===== src/rtl/divider_4b_seq_if.sv =====
// Start/busy/done handshake and operand/result bus between the ALU controller
// (master) and the sequential divider (slave).
interface divider_4b_seq_if #(
   parameter int WIDTH = 4
);
   logic             start;
   logic [WIDTH-1:0] dividend;
   logic [WIDTH-1:0] divisor;
   logic             busy;
   logic             done;
   logic [WIDTH-1:0] quotient;
   logic [WIDTH-1:0] remainder;
   logic             div_by_zero;

   modport master (
      output start, dividend, divisor,
      input  busy, done, quotient, remainder, div_by_zero
   );

   modport slave (
      input  start, dividend, divisor,
      output busy, done, quotient, remainder, div_by_zero
   );
endinterface


===== src/rtl/divider_4b_seq.sv =====
// Unsigned restoring divider: one shift-and-trial-subtract step per clock,
// results registered on entry to DONE and held until the next completed op.
module divider_4b_seq #(
   parameter int WIDTH = 4
) (
   input  logic             i_clk,
   input  logic             i_rst,
   divider_4b_seq_if.slave  divBus
);
   localparam int CW = (WIDTH > 2) ? $clog2(WIDTH) : 1;
   localparam logic [CW-1:0] LAST_ITER = CW'(WIDTH - 1);

   typedef enum logic [1:0] {
      IDLE,
      CALC,
      DONE
   } state_t;

   state_t           r_state;
   state_t           w_nextState;
   logic [WIDTH:0]   r_p;
   logic [WIDTH-1:0] r_q;
   logic [WIDTH-1:0] r_div;
   logic [CW-1:0]    r_count;
   logic [WIDTH-1:0] r_quotient;
   logic [WIDTH-1:0] r_remainder;
   logic             r_dbz;

   logic [WIDTH:0]   w_pShift;
   logic [WIDTH:0]   w_trial;
   logic [WIDTH:0]   w_pNext;
   logic [WIDTH-1:0] w_qNext;
   logic             w_lastIter;

   // A negative trial result (MSB set) means the subtract is undone and a 0
   // quotient bit is shifted in.
   always_comb begin
      w_pShift   = {r_p[WIDTH-1:0], r_q[WIDTH-1]};
      w_trial    = w_pShift - {1'b0, r_div};
      w_pNext    = w_trial[WIDTH] ? w_pShift : w_trial;
      w_qNext    = {r_q[WIDTH-2:0], ~w_trial[WIDTH]};
      w_lastIter = (r_count == LAST_ITER);
   end

   always_ff @(posedge i_clk) begin
      if (i_rst) begin
         r_state <= IDLE;
      end else begin
         r_state <= w_nextState;
      end
   end

   always_comb begin
      w_nextState = r_state;
      case (r_state)
         IDLE: begin
            if (divBus.start) begin
               w_nextState = (divBus.divisor == '0) ? DONE : CALC;
            end
         end
         CALC: begin
            if (w_lastIter) begin
               w_nextState = DONE;
            end
         end
         DONE: begin
            w_nextState = IDLE;
         end
         default: begin
            w_nextState = IDLE;
         end
      endcase
   end

   // Result registers are only written on the edge that enters DONE.
   always_ff @(posedge i_clk) begin
      if (i_rst) begin
         r_p         <= '0;
         r_q         <= '0;
         r_div       <= '0;
         r_count     <= '0;
         r_quotient  <= '0;
         r_remainder <= '0;
         r_dbz       <= 1'b0;
      end else begin
         case (r_state)
            IDLE: begin
               if (divBus.start) begin
                  r_p     <= '0;
                  r_q     <= divBus.dividend;
                  r_div   <= divBus.divisor;
                  r_count <= '0;
                  if (divBus.divisor == '0) begin
                     r_quotient  <= '1;
                     r_remainder <= divBus.dividend;
                     r_dbz       <= 1'b1;
                  end
               end
            end
            CALC: begin
               r_p     <= w_pNext;
               r_q     <= w_qNext;
               r_count <= r_count + 1'b1;
               if (w_lastIter) begin
                  r_quotient  <= w_qNext;
                  r_remainder <= w_pNext[WIDTH-1:0];
                  r_dbz       <= 1'b0;
               end
            end
            default: begin
            end
         endcase
      end
   end

   assign divBus.busy        = (r_state != IDLE);
   assign divBus.done        = (r_state == DONE);
   assign divBus.quotient    = r_quotient;
   assign divBus.remainder   = r_remainder;
   assign divBus.div_by_zero = r_dbz;
endmodule

===== src/flat_wrapper.sv =====
// flat-port wrapper written by rule: the top's interface ports become plain ports
module divider_4b_seq_flat 
#(
   parameter int WIDTH = 4
)
  (i_clk, i_rst, divBus_start, divBus_dividend, divBus_divisor, divBus_busy, divBus_done, divBus_quotient, divBus_remainder, divBus_div_by_zero);
  divider_4b_seq_if #(.WIDTH(WIDTH)) divBus_i ();
  input  logic i_clk;
  input  logic i_rst;
  input wire logic [$bits(divBus_i.start)-1:0] divBus_start;
  input wire logic [$bits(divBus_i.dividend)-1:0] divBus_dividend;
  input wire logic [$bits(divBus_i.divisor)-1:0] divBus_divisor;
  output wire logic [$bits(divBus_i.busy)-1:0] divBus_busy;
  output wire logic [$bits(divBus_i.done)-1:0] divBus_done;
  output wire logic [$bits(divBus_i.quotient)-1:0] divBus_quotient;
  output wire logic [$bits(divBus_i.remainder)-1:0] divBus_remainder;
  output wire logic [$bits(divBus_i.div_by_zero)-1:0] divBus_div_by_zero;
  assign divBus_i.start = divBus_start;
  assign divBus_i.dividend = divBus_dividend;
  assign divBus_i.divisor = divBus_divisor;
  assign divBus_busy = divBus_i.busy;
  assign divBus_done = divBus_i.done;
  assign divBus_quotient = divBus_i.quotient;
  assign divBus_remainder = divBus_i.remainder;
  assign divBus_div_by_zero = divBus_i.div_by_zero;
  divider_4b_seq #(.WIDTH(WIDTH)) u_core (.i_clk(i_clk), .i_rst(i_rst), .divBus(divBus_i));
endmodule

===== config.mk =====
export PLATFORM = sky130hd
export DESIGN_NAME = divider_4b_seq_flat
export DESIGN_NICKNAME = d
export VERILOG_FILES = /design/src/rtl/divider_4b_seq_if.sv /design/src/rtl/divider_4b_seq.sv /design/src/flat_wrapper.sv
export SDC_FILE = /design/constraint.sdc
export NUM_CORES = 1
export LEC_CHECK = 0
export ABC_AREA = 1
export CORE_AREA = 2 2 49 70
export CTS_CLUSTER_SIZE = 12
export DETAILED_ROUTE_END_ITERATION = 10
export DIE_AREA = 0 0 51 72
export GPL_ROUTABILITY_DRIVEN = 0
export GPL_TIMING_DRIVEN = 0
export PLACE_DENSITY = 0.69
export SYNTH_ARGS = -nofsm -noshare
export SYNTH_HDL_FRONTEND = slang
export SYNTH_SLANG_ARGS = --single-unit

===== constraint.sdc =====
create_clock -name i_clk -period 1.8 [get_ports i_clk]
set_input_delay 0.54 -clock i_clk [delete_from_list [all_inputs] [get_ports i_clk]]
set_output_delay 0.54 -clock i_clk [all_outputs]
set_load 0.005 [all_outputs]

# Word level (Yosys, flattened, before mapping)

Index checks and enable logic that the tools add are counted.

Word-level logic and storage cells: 48
Bits of input ports: 11
Flip-flop bits (word level): 25
Output and inout bits: 11

Reduce and logical (&&, ||, !) cells: 8
Add/sub/neg operators: 2
Bitwise logic cells: 1
Mux-type cells: 23
Equality and inequality tests: 6

Operator list:

| operator                                                         | count |
|---|---|
| 4-bit 2-to-1 mux                                                 | 9 |
| 4-bit case mux with 2 select lines                               | 4 |
| 2-bit 2-to-1 mux                                                 | 4 |
| 2-bit case mux with 2 select lines                               | 2 |
| 2-bit AND reduction                                              | 3 |
| 5-bit by 4-bit subtractor with 5-bit output                      | 1 |
| 2-bit == test (second input constant)                            | 2 |
| 4-bit zero test                                                  | 1 |
| 2-bit by 1-bit != test with 1-bit output (second input constant) | 2 |
| 4-bit AND reduction                                              | 1 |
| 2-bit nonzero test                                               | 2 |
| 1-bit 2-to-1 mux                                                 | 3 |
| 2-bit by 1-bit adder with 2-bit output (second input constant)   | 1 |
| 2-bit by 1-bit == test with 1-bit output (second input constant) | 1 |
| 2-bit zero test                                                  | 1 |
| 2-bit != test (second input constant)                            | 1 |
| 1-bit case mux with 2 select lines                               | 1 |
| 1-bit inverter                                                   | 1 |

# Longest topological paths before layout

Depth after elaboration: 4
Mapped depth: 12
Depth with buffers taken out: 12

# Least setup slack after synthesis

OpenSTA, ideal clock, no wires.

Kind: register -> register
Start: register u_core.r_q[3]
End: register u_core.r_p[3]
Buffers on the path: 0
Data arrival time: 1.564 ns
Setup time: 0.109 ns
Period minus slack after synthesis: 1.673 ns
Stages on the path, launching flop included: 12
Data required time: 1.691 ns
Path slack: 0.127 ns
Cells stage by stage: dfxtp_1 -> inv_1 -> ha_1 -> fa_1 -> inv_1 -> nand3_1 -> nand3_1 -> nand2_1 -> nand3_1 -> nand3_1 -> nand2_1 -> inv_1

Word-level cells in the longest chain between the ends: 3

Ends and longest elaborated chain:

| item                                        | RTL line              | text |
|---|---|---|
| start, declared                             | divider_4b_seq.sv:22  | `logic [WIDTH-1:0] r_q;` |
| start signal, assigned                      | divider_4b_seq.sv:90  | `r_q <= divBus.dividend;` |
| start signal, assigned                      | divider_4b_seq.sv:102 | `r_q <= w_qNext;` |
| 5-bit by 4-bit subtractor with 5-bit output | divider_4b_seq.sv:39  | `w_trial = w_pShift - {1'b0, r_div};` |
| 4-bit 2-to-1 mux                            | divider_4b_seq.sv:40  | `w_pNext = w_trial[WIDTH] ? w_pShift : w_trial;` |
| 4-bit case mux with 2 select lines          | divider_4b_seq.sv:86  | `case (r_state)` |
| end signal, assigned                        | divider_4b_seq.sv:101 | `r_p <= w_pNext;` |
| end, declared                               | divider_4b_seq.sv:21  | `logic [WIDTH:0] r_p;` |

Every way passes these cells.
A chain may end at the register's enable or synchronous reset.

# Worst setup path after layout

Start: register u_core.r_state[1]
End: output port divBus_busy

Word-level cells in the longest chain between the ends: 1

Ends and longest elaborated chain:

| item                   | RTL line              | text |
|---|---|---|
| start, declared        | divider_4b_seq.sv:19  | `state_t r_state;` |
| start signal, assigned | divider_4b_seq.sv:49  | `r_state <= w_nextState;` |
| 2-bit nonzero test     | divider_4b_seq.sv:116 | `assign divBus.busy = (r_state != IDLE);` |
| end, declared          | flat_wrapper.sv:13    | `output wire logic [$bits(divBus_i.busy)-1:0] divBus_busy;` |

Every way passes these cells.

==> out/metrics.csv <==
stage,metric,value,unit
place,hpwl,2160,um
global_routing,grt_usage,17.2,%
logic_synthesis,synth_largest_area_cell,dfxtp_1,
power,p_leak,0.815,nW
power,ir_worst_vdd,0.504,mV
route,via_per_inst,4.89,
floorplanning,core,0.00303,sq mm
sta,fin_crit_sh,96.9,%
sta,worstMarginPinSlew,495,ps
floorplanning,dieHeight,72,um
sta,finalHoldViolations,0,
logic_synthesis,synth.most_common_cell,nand2_1,
floorplanning,die_area,0.00367,sq mm
sta,fin_skew,0.494,ps
setup_path,cp_max_fo,2,
logic_synthesis,netlist_instances,189,
logic_synthesis,synth-edff-count,0,
global_routing,antenna_found_initial,0,
cells_and_area,drive_gt1_share,19.4,%
cts,ctsHoldBuffers,0,
global_routing,met1_usage,19.7,%
route,wl,2920,um
logic_synthesis,ys_ff_latch,25,
route,ant_nets,0,
global_routing,grt_overflow_total,0,
logic_synthesis,async_flop_share,0,%
sta,holdWs,462,ps
cells_and_area,final_area,0.00171,sq mm
cts,clkSinkCount,25,
route,wl_per_cell,11.4,um
global_routing,grt_use_met2,30.6,%
cts,cts_tree,built,
logic_synthesis,synth_ff_type,dfxtp_1,
route,drt_iter0_markers,27,
setup_path,r2r_slack,100,ps
cts,clkTransAtPathRegs,80,ps
min_path,hold_class,reg2reg,
sta,period_needed,1740,ps
cts,clock_path_buffers,2,
cts,cts_root_buf,clkbuf_8,
floorplanning,fp-row-count,24,
sta,max-slew-margin-rel,67.0,%
global_routing,grt_pass1_wl,4820,um
logic_synthesis,synth_cell_types,22,
logic_synthesis,yosysTopAreaCellShare,37.7,%
power,power_density,894,mW/mm^2
logic_synthesis,yosys_warnings,0,
setup_path,crit_type,reg2out,
global_routing,met3_usage,2.47,%
sta,setup_ws,56.6,ps
global_routing,grt_max_degree,14,
place,dp_slack,-61.4,ps
global_routing,busiest_layer,met2,
setup_path,critPathMaxStageDelay,430,ps
cells_and_area,antennaDiodeCount,0,
setup_path,end_kind,output port,
cells_and_area,area_delta_synth_final,28.8,%
cts,htree_levels,1,
sta,fmax,574,MHz
logic_synthesis,synth_commonest_cells,"nand2_1 (33), inv_1 (27), dfxtp_1 (25)",
setup_path,required,1260,ps
floorplanning,num_io_pins,22,
logic_synthesis,syn_nets,206,
cts,clk_latency,260,ps
logic_synthesis,synth-seq-area-share,37.7,%
global_routing,grt_pass1_vias,1151,
setup_path,worstPathArrival,1200,ps
cells_and_area,postLayoutCoreUtil,56.4,%
place,io_buffers,21,
floorplanning,die_w,51,um
logic_synthesis,avgSynthCellArea,7.03,sq um
setup_path,critical-path-slowest-cell,clkdlybuf4s50_1,
route,routed-via-count,1251,
place,placed_cell_area,0.00159,sq mm
cells_and_area,nets,235,
sta,tns,0,ps
cts,cts_buffers,3,
logic_synthesis,netlist_area,0.00133,sq mm
route,drc,0,
route,dr.pass1.iters,4,
sta,finalSetupViolCount,0,
logic_synthesis,ys_top_cells_by_area,"dfxtp_1 (38%), nand2_1 (9.3%), inv_1 (7.6%), nand3_1 (7.2%), nor2_1 (6.5%)",
floorplanning,start_util,43.8,%
job,max-cap-violations,0,
outcome,status,finished clean,
setup_path,crit_chain,nor2_1 > inv_1 > clkdlybuf4s50_1,
setup_path,startpoint_type,flop,
sta,maxSlewViolCount,0,
==> report_power, final <==
| group | switching, mW | total, mW | leakage, nW | internal, mW |
|---|---|---|---|---|
| clock | 0.170 | 0.329 | 0.0228 | 0.158 |
| sequential | 0.0415 | 0.660 | 0.207 | 0.618 |
| combinational | 0.306 | 0.542 | 0.586 | 0.237 |
| total | 0.518 | 1.53 | 0.815 | 1.01 |
==> metal layers <==
| layer | wire [um] | up-vias |
|---|---|---|
| li1 | - | 654 |
| met1 | 1230 | 558 |
| met2 | 1500 | 28 |
| met3 | 84 | 11 |
| met4 | 96 | 0 |
| met5 | 0 | - |
==> path summary, 6_finish.rpt <==
path | startpoint | to | depth (start not counted)
worst max-delay path | u_core.r_state[1] | divBus_busy | 3
worst min-delay path | u_core.r_div[2] | u_core.r_div[2] | 2
worst max register to register | u_core.r_q[3] | u_core.divBus.remainder[0] | 11
worst min register to register | u_core.r_div[2] | u_core.r_div[2] | 2
==> critical path: cells and delay by family, from the launching register on <==
family / cells / cell delay [ps]
AND/OR/NAND/NOR: 1 / 130
buffers and inverters: 2 / 480
flip-flops: 1 / 330
==> state kept, by name, summed over array words and instances, names as in the netlist <==
signal / flops
u_core.r_count: 2
u_core.divBus.div_by_zero: 1
u_core.divBus.remainder: 4
u_core.r_p: 4
u_core.r_q: 4
u_core.divBus.quotient: 4
u_core.r_state: 2
u_core.r_div: 4
==> final cells by class <==
type	count	area (sq um)
tap	39	48.8
sequential	25	504
multi-input combinational	126	707
buffer	6	46.3
fill	316	1320
clock buffer	4	45.0
timing repair buffer	24	235
inverter	32	125
==> layout by cell type, fill, tap and decap left out, drive strengths merged <==
master	instances
nand3	24
a31oi	4
nand2	36
inv	31
o21ai	13
xnor2	1
buf	7
or2	1
dfxtp	25
fa	1
clkbuf	6
clkinv	1
nor2	27
a21oi	11
clkdlybuf4s50	20
nor3	3
ha	5
dlymetal6s2s	1
==> per-stage QoR <==
step | std cells | power (mW)
floorplan | 189 | 0.993
global placement | 249 | 1.15
detailed placement | 249 | 1.15
CTS | 253 | 1.49
global route | 256 | 1.63
finish | 256 | 1.53
==> cell families (layout without fill, tap and decap cells) <==
family / after synthesis / count (layout) / synth area share [%]
AND/OR/NAND/NOR: 91 / 91 / 31.6
buffers and inverters: 38 / 66 / 12.9
XOR/XNOR: 1 / 1 / 0.659
AO/OA/AOI/OAI: 28 / 28 / 10.9
adder cells (fa/ha/maj): 6 / 6 / 6.21
flip-flops: 25 / 25 / 37.7
==> what timing repair did <==
item                       CTS  global route
setup endpoints to repair    9            12
pin swaps                    1             4
setup buffers                0             3
resized for setup            4            13
Note: power is estimated with default switching activity, not from simulation.
